`src/rtl/issue_ctrl_pkg.sv`:
```
// rtl/issue_ctrl_pkg.sv - opcode constants, FSM encodings and instruction classification for issue_ctrl
package issue_ctrl_pkg;

  localparam int CNT_W = 4;

  localparam logic [6:0] OPC_LUI    = 7'b0110111;
  localparam logic [6:0] OPC_AUIPC  = 7'b0010111;
  localparam logic [6:0] OPC_JAL    = 7'b1101111;
  localparam logic [6:0] OPC_JALR   = 7'b1100111;
  localparam logic [6:0] OPC_BRANCH = 7'b1100011;
  localparam logic [6:0] OPC_LOAD   = 7'b0000011;
  localparam logic [6:0] OPC_STORE  = 7'b0100011;
  localparam logic [6:0] OPC_OP_IMM = 7'b0010011;
  localparam logic [6:0] OPC_OP     = 7'b0110011;
  localparam logic [6:0] OPC_FENCE  = 7'b0001111;
  localparam logic [6:0] OPC_SYSTEM = 7'b1110011;

  typedef enum logic [1:0] {
    ST_ISSUE  = 2'd0,
    ST_HAZARD = 2'd1,
    ST_DRAIN  = 2'd2
  } ctrl_state_e;

  // U-type and JAL carry no rs1 operand.
  function automatic logic uses_rs1(input logic [6:0] op);
    return !(op == OPC_LUI || op == OPC_AUIPC || op == OPC_JAL);
  endfunction

  function automatic logic uses_rs2(input logic [6:0] op);
    return (op == OPC_BRANCH || op == OPC_STORE || op == OPC_OP);
  endfunction

  // x0 writes never occupy the scoreboard.
  function automatic logic writes_rd(input logic [6:0] op, input logic [4:0] rd);
    logic wr;
    case (op)
      OPC_BRANCH, OPC_STORE, OPC_FENCE: wr = 1'b0;
      OPC_LUI, OPC_AUIPC, OPC_JAL, OPC_JALR,
      OPC_LOAD, OPC_OP_IMM, OPC_OP, OPC_SYSTEM: wr = 1'b1;
      default: wr = 1'b1;
    endcase
    return wr && (rd != 5'd0);
  endfunction

endpackage

```
`src/rtl/issue_scoreboard.sv`:
```
// rtl/issue_scoreboard.sv - pending-write scoreboard and hazard lookup; ISSUE_WB_BYPASS_EN releases on the write-back cycle
module issue_scoreboard
  import issue_ctrl_pkg::*;
#(
  parameter int MAX_OUTSTANDING = 4
) (
  input  logic       clock,
  input  logic       reset,
  input  logic [4:0] rs1,
  input  logic [4:0] rs2,
  input  logic [4:0] rd,
  input  logic       use_rs1,
  input  logic       use_rs2,
  input  logic       use_rd,
  input  logic       set_en,
  input  logic [4:0] set_rd,
  input  logic       wb_valid,
  input  logic [4:0] wb_rd,
  output logic       hazard,
  output logic       busy
);

  logic [31:0]      pend;
  logic [CNT_W-1:0] count;
  logic             clr;
  logic [31:0]      set_mask;
  logic [31:0]      clr_mask;
  logic [31:0]      look_pend;
  logic [CNT_W-1:0] look_count;

  // A write-back only counts when it retires a register that is actually pending.
  assign clr = wb_valid && pend[wb_rd];

  // One-hot set/clear masks for this cycle's update.
  always_comb begin
    set_mask = '0;
    clr_mask = '0;
    if (set_en) set_mask[set_rd] = 1'b1;
    if (clr)    clr_mask[wb_rd]  = 1'b1;
  end

`ifdef ISSUE_WB_BYPASS_EN
  assign look_pend  = pend & ~clr_mask;
  assign look_count = count - {{(CNT_W-1){1'b0}}, clr};
`else
  assign look_pend  = pend;
  assign look_count = count;
`endif

  assign hazard = (use_rs1 && look_pend[rs1]) ||
                  (use_rs2 && look_pend[rs2]) ||
                  (use_rd  && look_pend[rd])  ||
                  (use_rd  && look_count == CNT_W'(MAX_OUTSTANDING));

  assign busy = |pend;

  // Clear before set so a same-register retire/issue leaves the bit held and the count unchanged.
  always_ff @(posedge clock) begin
    if (reset) begin
      pend  <= '0;
      count <= '0;
    end else begin
      pend  <= ((pend & ~clr_mask) | set_mask) & ~32'd1;
      count <= count + {{(CNT_W-1){1'b0}}, set_en} - {{(CNT_W-1){1'b0}}, clr};
    end
  end

endmodule

```
`src/rtl/issue_ctrl.sv`:
```
// rtl/issue_ctrl.sv - in-order issue stage with register scoreboard; ISSUE_WB_BYPASS_EN enables zero-bubble write-back release
module issue_ctrl
  import issue_ctrl_pkg::*;
#(
  parameter int MAX_OUTSTANDING = 4
) (
  input  logic       clock,
  input  logic       reset,
  input  logic       d_valid,
  output logic       d_ready,
  input  logic [6:0] d_opcode,
  input  logic [4:0] d_rd,
  input  logic [4:0] d_rs1,
  input  logic [4:0] d_rs2,
  output logic       x_valid,
  input  logic       x_ready,
  output logic [6:0] x_opcode,
  output logic [4:0] x_rd,
  output logic [4:0] x_rs1,
  output logic [4:0] x_rs2,
  input  logic       wb_valid,
  input  logic [4:0] wb_rd,
  input  logic       flush,
  output logic       busy,
  output logic [1:0] ctrl_state
);

  ctrl_state_e state;
  logic        is_fence;
  logic        wr;
  logic        hazard;
  logic        accept;
  logic        x_free;

  assign is_fence = (d_opcode == OPC_FENCE);
  assign wr       = writes_rd(d_opcode, d_rd);
  assign x_free   = !x_valid || x_ready;
  assign accept   = d_valid && d_ready;

  issue_scoreboard #(
    .MAX_OUTSTANDING(MAX_OUTSTANDING)
  ) u_scoreboard (
    .clock   (clock),
    .reset   (reset),
    .rs1     (d_rs1),
    .rs2     (d_rs2),
    .rd      (d_rd),
    .use_rs1 (uses_rs1(d_opcode)),
    .use_rs2 (uses_rs2(d_opcode)),
    .use_rd  (wr),
    .set_en  (accept && wr),
    .set_rd  (d_rd),
    .wb_valid(wb_valid),
    .wb_rd   (wb_rd),
    .hazard  (hazard),
    .busy    (busy)
  );

  // FENCE is only taken from DRAIN, once every write has retired and execute is empty.
  always_comb begin
    d_ready = 1'b0;
    if (!reset && !flush) begin
      case (state)
        ST_DRAIN: d_ready = !busy && !x_valid;
        default:  d_ready = !is_fence && !hazard && x_free;
      endcase
    end
  end

  // Issue register and control FSM; flush wins over any transition.
  always_ff @(posedge clock) begin
    if (reset) begin
      state    <= ST_ISSUE;
      x_valid  <= 1'b0;
      x_opcode <= '0;
      x_rd     <= '0;
      x_rs1    <= '0;
      x_rs2    <= '0;
    end else begin
      if (accept) begin
        x_valid  <= 1'b1;
        x_opcode <= d_opcode;
        x_rd     <= d_rd;
        x_rs1    <= d_rs1;
        x_rs2    <= d_rs2;
      end else if (flush || x_ready) begin
        x_valid  <= 1'b0;
      end

      if (flush) begin
        state <= ST_ISSUE;
      end else begin
        case (state)
          ST_DRAIN: begin
            if (accept) state <= ST_ISSUE;
          end
          default: begin
            if (d_valid && is_fence)    state <= ST_DRAIN;
            else if (accept)            state <= ST_ISSUE;
            else if (d_valid && hazard) state <= ST_HAZARD;
          end
        endcase
      end
    end
  end

  assign ctrl_state = state;

endmodule
```
`config.mk`:
```
export PLATFORM = sky130hd
export DESIGN_NAME = issue_ctrl
export DESIGN_NICKNAME = d
export VERILOG_FILES = /design/src/rtl/issue_ctrl_pkg.sv /design/src/rtl/issue_scoreboard.sv /design/src/rtl/issue_ctrl.sv
export SDC_FILE = /design/constraint.sdc
export NUM_CORES = 1
export LEC_CHECK = 0
export ABC_AREA = 1
export CORE_UTILIZATION = 45
export CTS_CLUSTER_SIZE = 24
export DETAILED_ROUTE_END_ITERATION = 10
export PLACE_DENSITY_LB_ADDON = 0.12
export SETUP_SLACK_MARGIN = 0.1
export SLEW_MARGIN = 20
export SYNTH_ARGS = -nofsm -noshare
export SYNTH_HDL_FRONTEND = slang
export SYNTH_SLANG_ARGS = --single-unit
```
`constraint.sdc`:
```
create_clock -name clock -period 9 [get_ports clock]
set_input_delay 2.25 -clock clock [delete_from_list [all_inputs] [get_ports clock]]
set_output_delay 2.25 -clock clock [all_outputs]
set_load 0.01 [all_outputs]
```
==> metrics.yaml <==
timing:
  fin_setup_tns_ns: 0
  fin_worst_skew_ns: 0.0116
  layout_min_cycle_time_ns: 7.73
  worstMarginPinSlew_ns: 1.01
  period_share_pct: 85.9
  hold_viol: 0
  slew_violations: 0
  rsz0062_at_grt: "no"
  maxSlewHeadroom_pct: 32.3
  setup_viol_count_final: 0
  clock.fmax_mhz: 129
hold_path:
  hp-start: "x_rs2[0]"
  min_to: "x_rs2[0]"
  hold_depth: 2
  hold_class: "flip-flop to flip-flop"
grt:
  grt_first_pass_wirelength_mm: 24.8
  antenna_found_initial: 0
  overflow: 0
  grt_usage_pct: 31.7
  grt_pass1_vias: 4773
  grt_start_max_net_pins: 59
setup_path:
  r2r_cells: 13
  worst_r2r_endpoint: "u_scoreboard.count[2]"
  worstSetupPathType: "input port to output port"
  crit_arrival_ns: 5.48
  start_kind: "input port"
  cp.required_ns: 6.75
  timing.rr.start: "u_scoreboard.look_pend[12]"
  crit_fanout: 24
  rrSetupSlack_ns: 5.29
  end_kind: "output port"
die:
  coreArea_sq_um: 9420
  rows: 35
  die_x_microns: 101
  die_y_microns: 101
  dieArea_sq_um: 10300
  start_util_pct: 47.2
  ios: 60
power_and_ir_drop:
  p_sw_w: 0.000201
  cellPowerDensity_nw_per_um2: 122
  ir_worst_vdd_v: 0.0000853
  clkPwrFrac_pct: 40.3
  combPwrFrac_pct: 17.2
  switching_share_pct: 31.6
  pwr-share-seq_pct: 42.5
  internal_power_w: 0.000435
  p_leak_nw: 2.28
logic_synthesis:
  syn_nets: 842
  yosys_warnings: 0
  ys_ff_latch: 60
  syn_inst: 803
  yosysTopAreaCellShare_pct: 27.0
  seq_area_frac_synth_pct: 27.0
  yosysTopAreaCell: "dfxtp_1"
  synthTopCellsByArea: "dfxtp_1 27%, nand2_1 21%, nand3_1 13%"
  synth_area_sq_um: 4440
  syn_area_per_cell_sq_um: 5.53
  synth_cell_types: 30
drt:
  viasPerCell: 5.40
  drt_iter0_drc: 441
  vias: 5247
  ant_nets: 0
  wirelength_mm: 15.6
  drc: 0
  post_drt_wl_per_cell_microns: 16.1
  firstDrtPassIters: 7
clocking:
  numCtsBuffers: 9
  clk_latency_ns: 0.35
  cts_tree: "done"
  h-tree-depth: 3
  clk_pin_slew_worst_paths_ns: 0.07
  clockBufferDepth: 2
  postCtsSetupBuffers: 0
  cts_resized: 0
  cts_root_buffer: "clkbuf_8"
  hold_buffers: 0
  clock-sinks: 60
finish:
  mostFrequentLayoutCell: "nand2_1"
  finalNonFillerCells: 971
  drive_above_1_share_pct: 3.33
  area_delta_synth_final_pct: 17.6
  n_antenna_cell: 0
  n_fill_cell: 999
  final_cell_mix: "243 x nand2_1, 139 x nor2_1, 115 x nand3_1, 96 x inv_1, 60 x dfxtp_1"
  nets: 876
place:
  io_buffers: 59
  dp_cells: 955
  hpwl_mm: 11.1
  gp_congestion: 0.959
run:
  cap_violations: 0
outcome:
  status: "completed"
flip-flops by register name (all words and copies together), names as in the netlist:
| name | flops |
|---|---|
| u_scoreboard.look_pend | 31 |
| x_opcode | 7 |
| x_rd | 5 |
| x_rs1 | 5 |
| x_rs2 | 5 |
| u_scoreboard.count | 4 |
| ctrl_state | 2 |
| x_valid | 1 |
logic make-up (layout without fill, tap and decap cells):
kind of cell	after synthesis	after routing	synth area share, %
buffers and inverters	141	180	12.9
AND/OR/NAND/NOR	536	536	50.4
adder cells (fa/ha/maj)	6	6	1.86
flip-flops	60	60	27.0
XOR/XNOR	1	1	0.197
AO/OA/AOI/OAI	59	59	7.60
cell type report:
cell class	count	area (sq um)	share of cell area, %
Clock buffer	9	124	2.37
Clock inverter	7	76.3	1.46
Inverter	102	383	7.33
Multi-Input combinational cell	602	2670	51.1
Sequential cell	60	1200	23.0
Tap cell	129	161	3.09
Timing Repair Buffer	62	611	11.7
through the flow:
step | setup slack, ns | hold slack [ns] | area (sq um) | power, W | util [%]
floorplan | 3.10 | 0.488 | 4440 | 0.000342 | -
global placement | 1.38 | 0.453 | 5020 | 0.000382 | 53.3
detailed placement | 1.36 | 0.455 | 5020 | 0.000383 | 53.3
CTS | 1.34 | 0.467 | 5220 | 0.000637 | 55.5
global route | 0.967 | 0.488 | 5230 | 0.000661 | 55.5
finish | 1.27 | 0.464 | 5230 | 0.000636 | 55.5
cells in the mapped netlist:
cell	n
a211oi_1	2
a21boi_0	1
a21oi_1	27
and2_1	1
buf_1	6
buf_2	21
buf_4	1
buf_6	2
clkbuf_1	9
clkinv_1	2
dfxtp_1	60
fa_1	1
ha_1	5
inv_1	96
inv_2	4
nand2_1	243
nand3_1	115
nand4_1	9
nand4_2	1
nor2_1	139
nor2_2	1
nor3_1	16
nor4_1	9
o2111a_1	2
o211ai_1	1
o21ai_0	11
o22ai_1	14
o31ai_1	1
or2_2	2
xor2_1	1
worst max-delay path: stages:
cell and delay, ns:
clkdlybuf4s50_1 1.00, inv_1 0.39, nand2_1 0.14, nand2_1 0.06, nand2_1 0.05, nand2_1 0.06
nand2_1 0.05, nand2_1 0.05, nor2_1 0.16, nand2_1 0.07, nand2_1 0.08, nand2_1 0.08
nand4_1 0.07, nand2_1 0.09, and2_1 0.15, buf_4 0.21, clkdlybuf4s50_1 0.50
per-layer routing:
metal	wire [microns]	part of all wire, %	global-route usage, %	vias to the layer above
met2	6910	44	49.1	240
met1	6610	42	43.0	2362
met4	517	3.3	13.7	0
met3	1610	10	5.87	41
met5	0	0	0	-
li1	-	-	-	2604
worst max path at each step:
stage	slack, ns	cells past startpoint	from	endpoint
2_1_floorplan	3.10	14	d_rs2[0]	d_ready
3_3_place_gp	1.38	17	d_rd[0]	d_ready
3_5_place_dp	1.36	17	d_rd[0]	d_ready
4_1_cts	1.34	17	d_rd[0]	d_ready
5_1_grt	0.97	17	d_rd[0]	d_ready
6_report	1.27	17	d_rd[0]	d_ready
power groups by stage:
stage,sequential (W),clock [W],combinational (W)
floorplan,0.000277,0,0.0000648
CTS,0.000270,0.000259,0.000107
global route,0.000271,0.000270,0.000120
global placement,0.000276,0,0.000106
finish,0.000270,0.000256,0.000110
detailed placement,0.000276,0,0.000107
(Power assumes the default switching activity.)
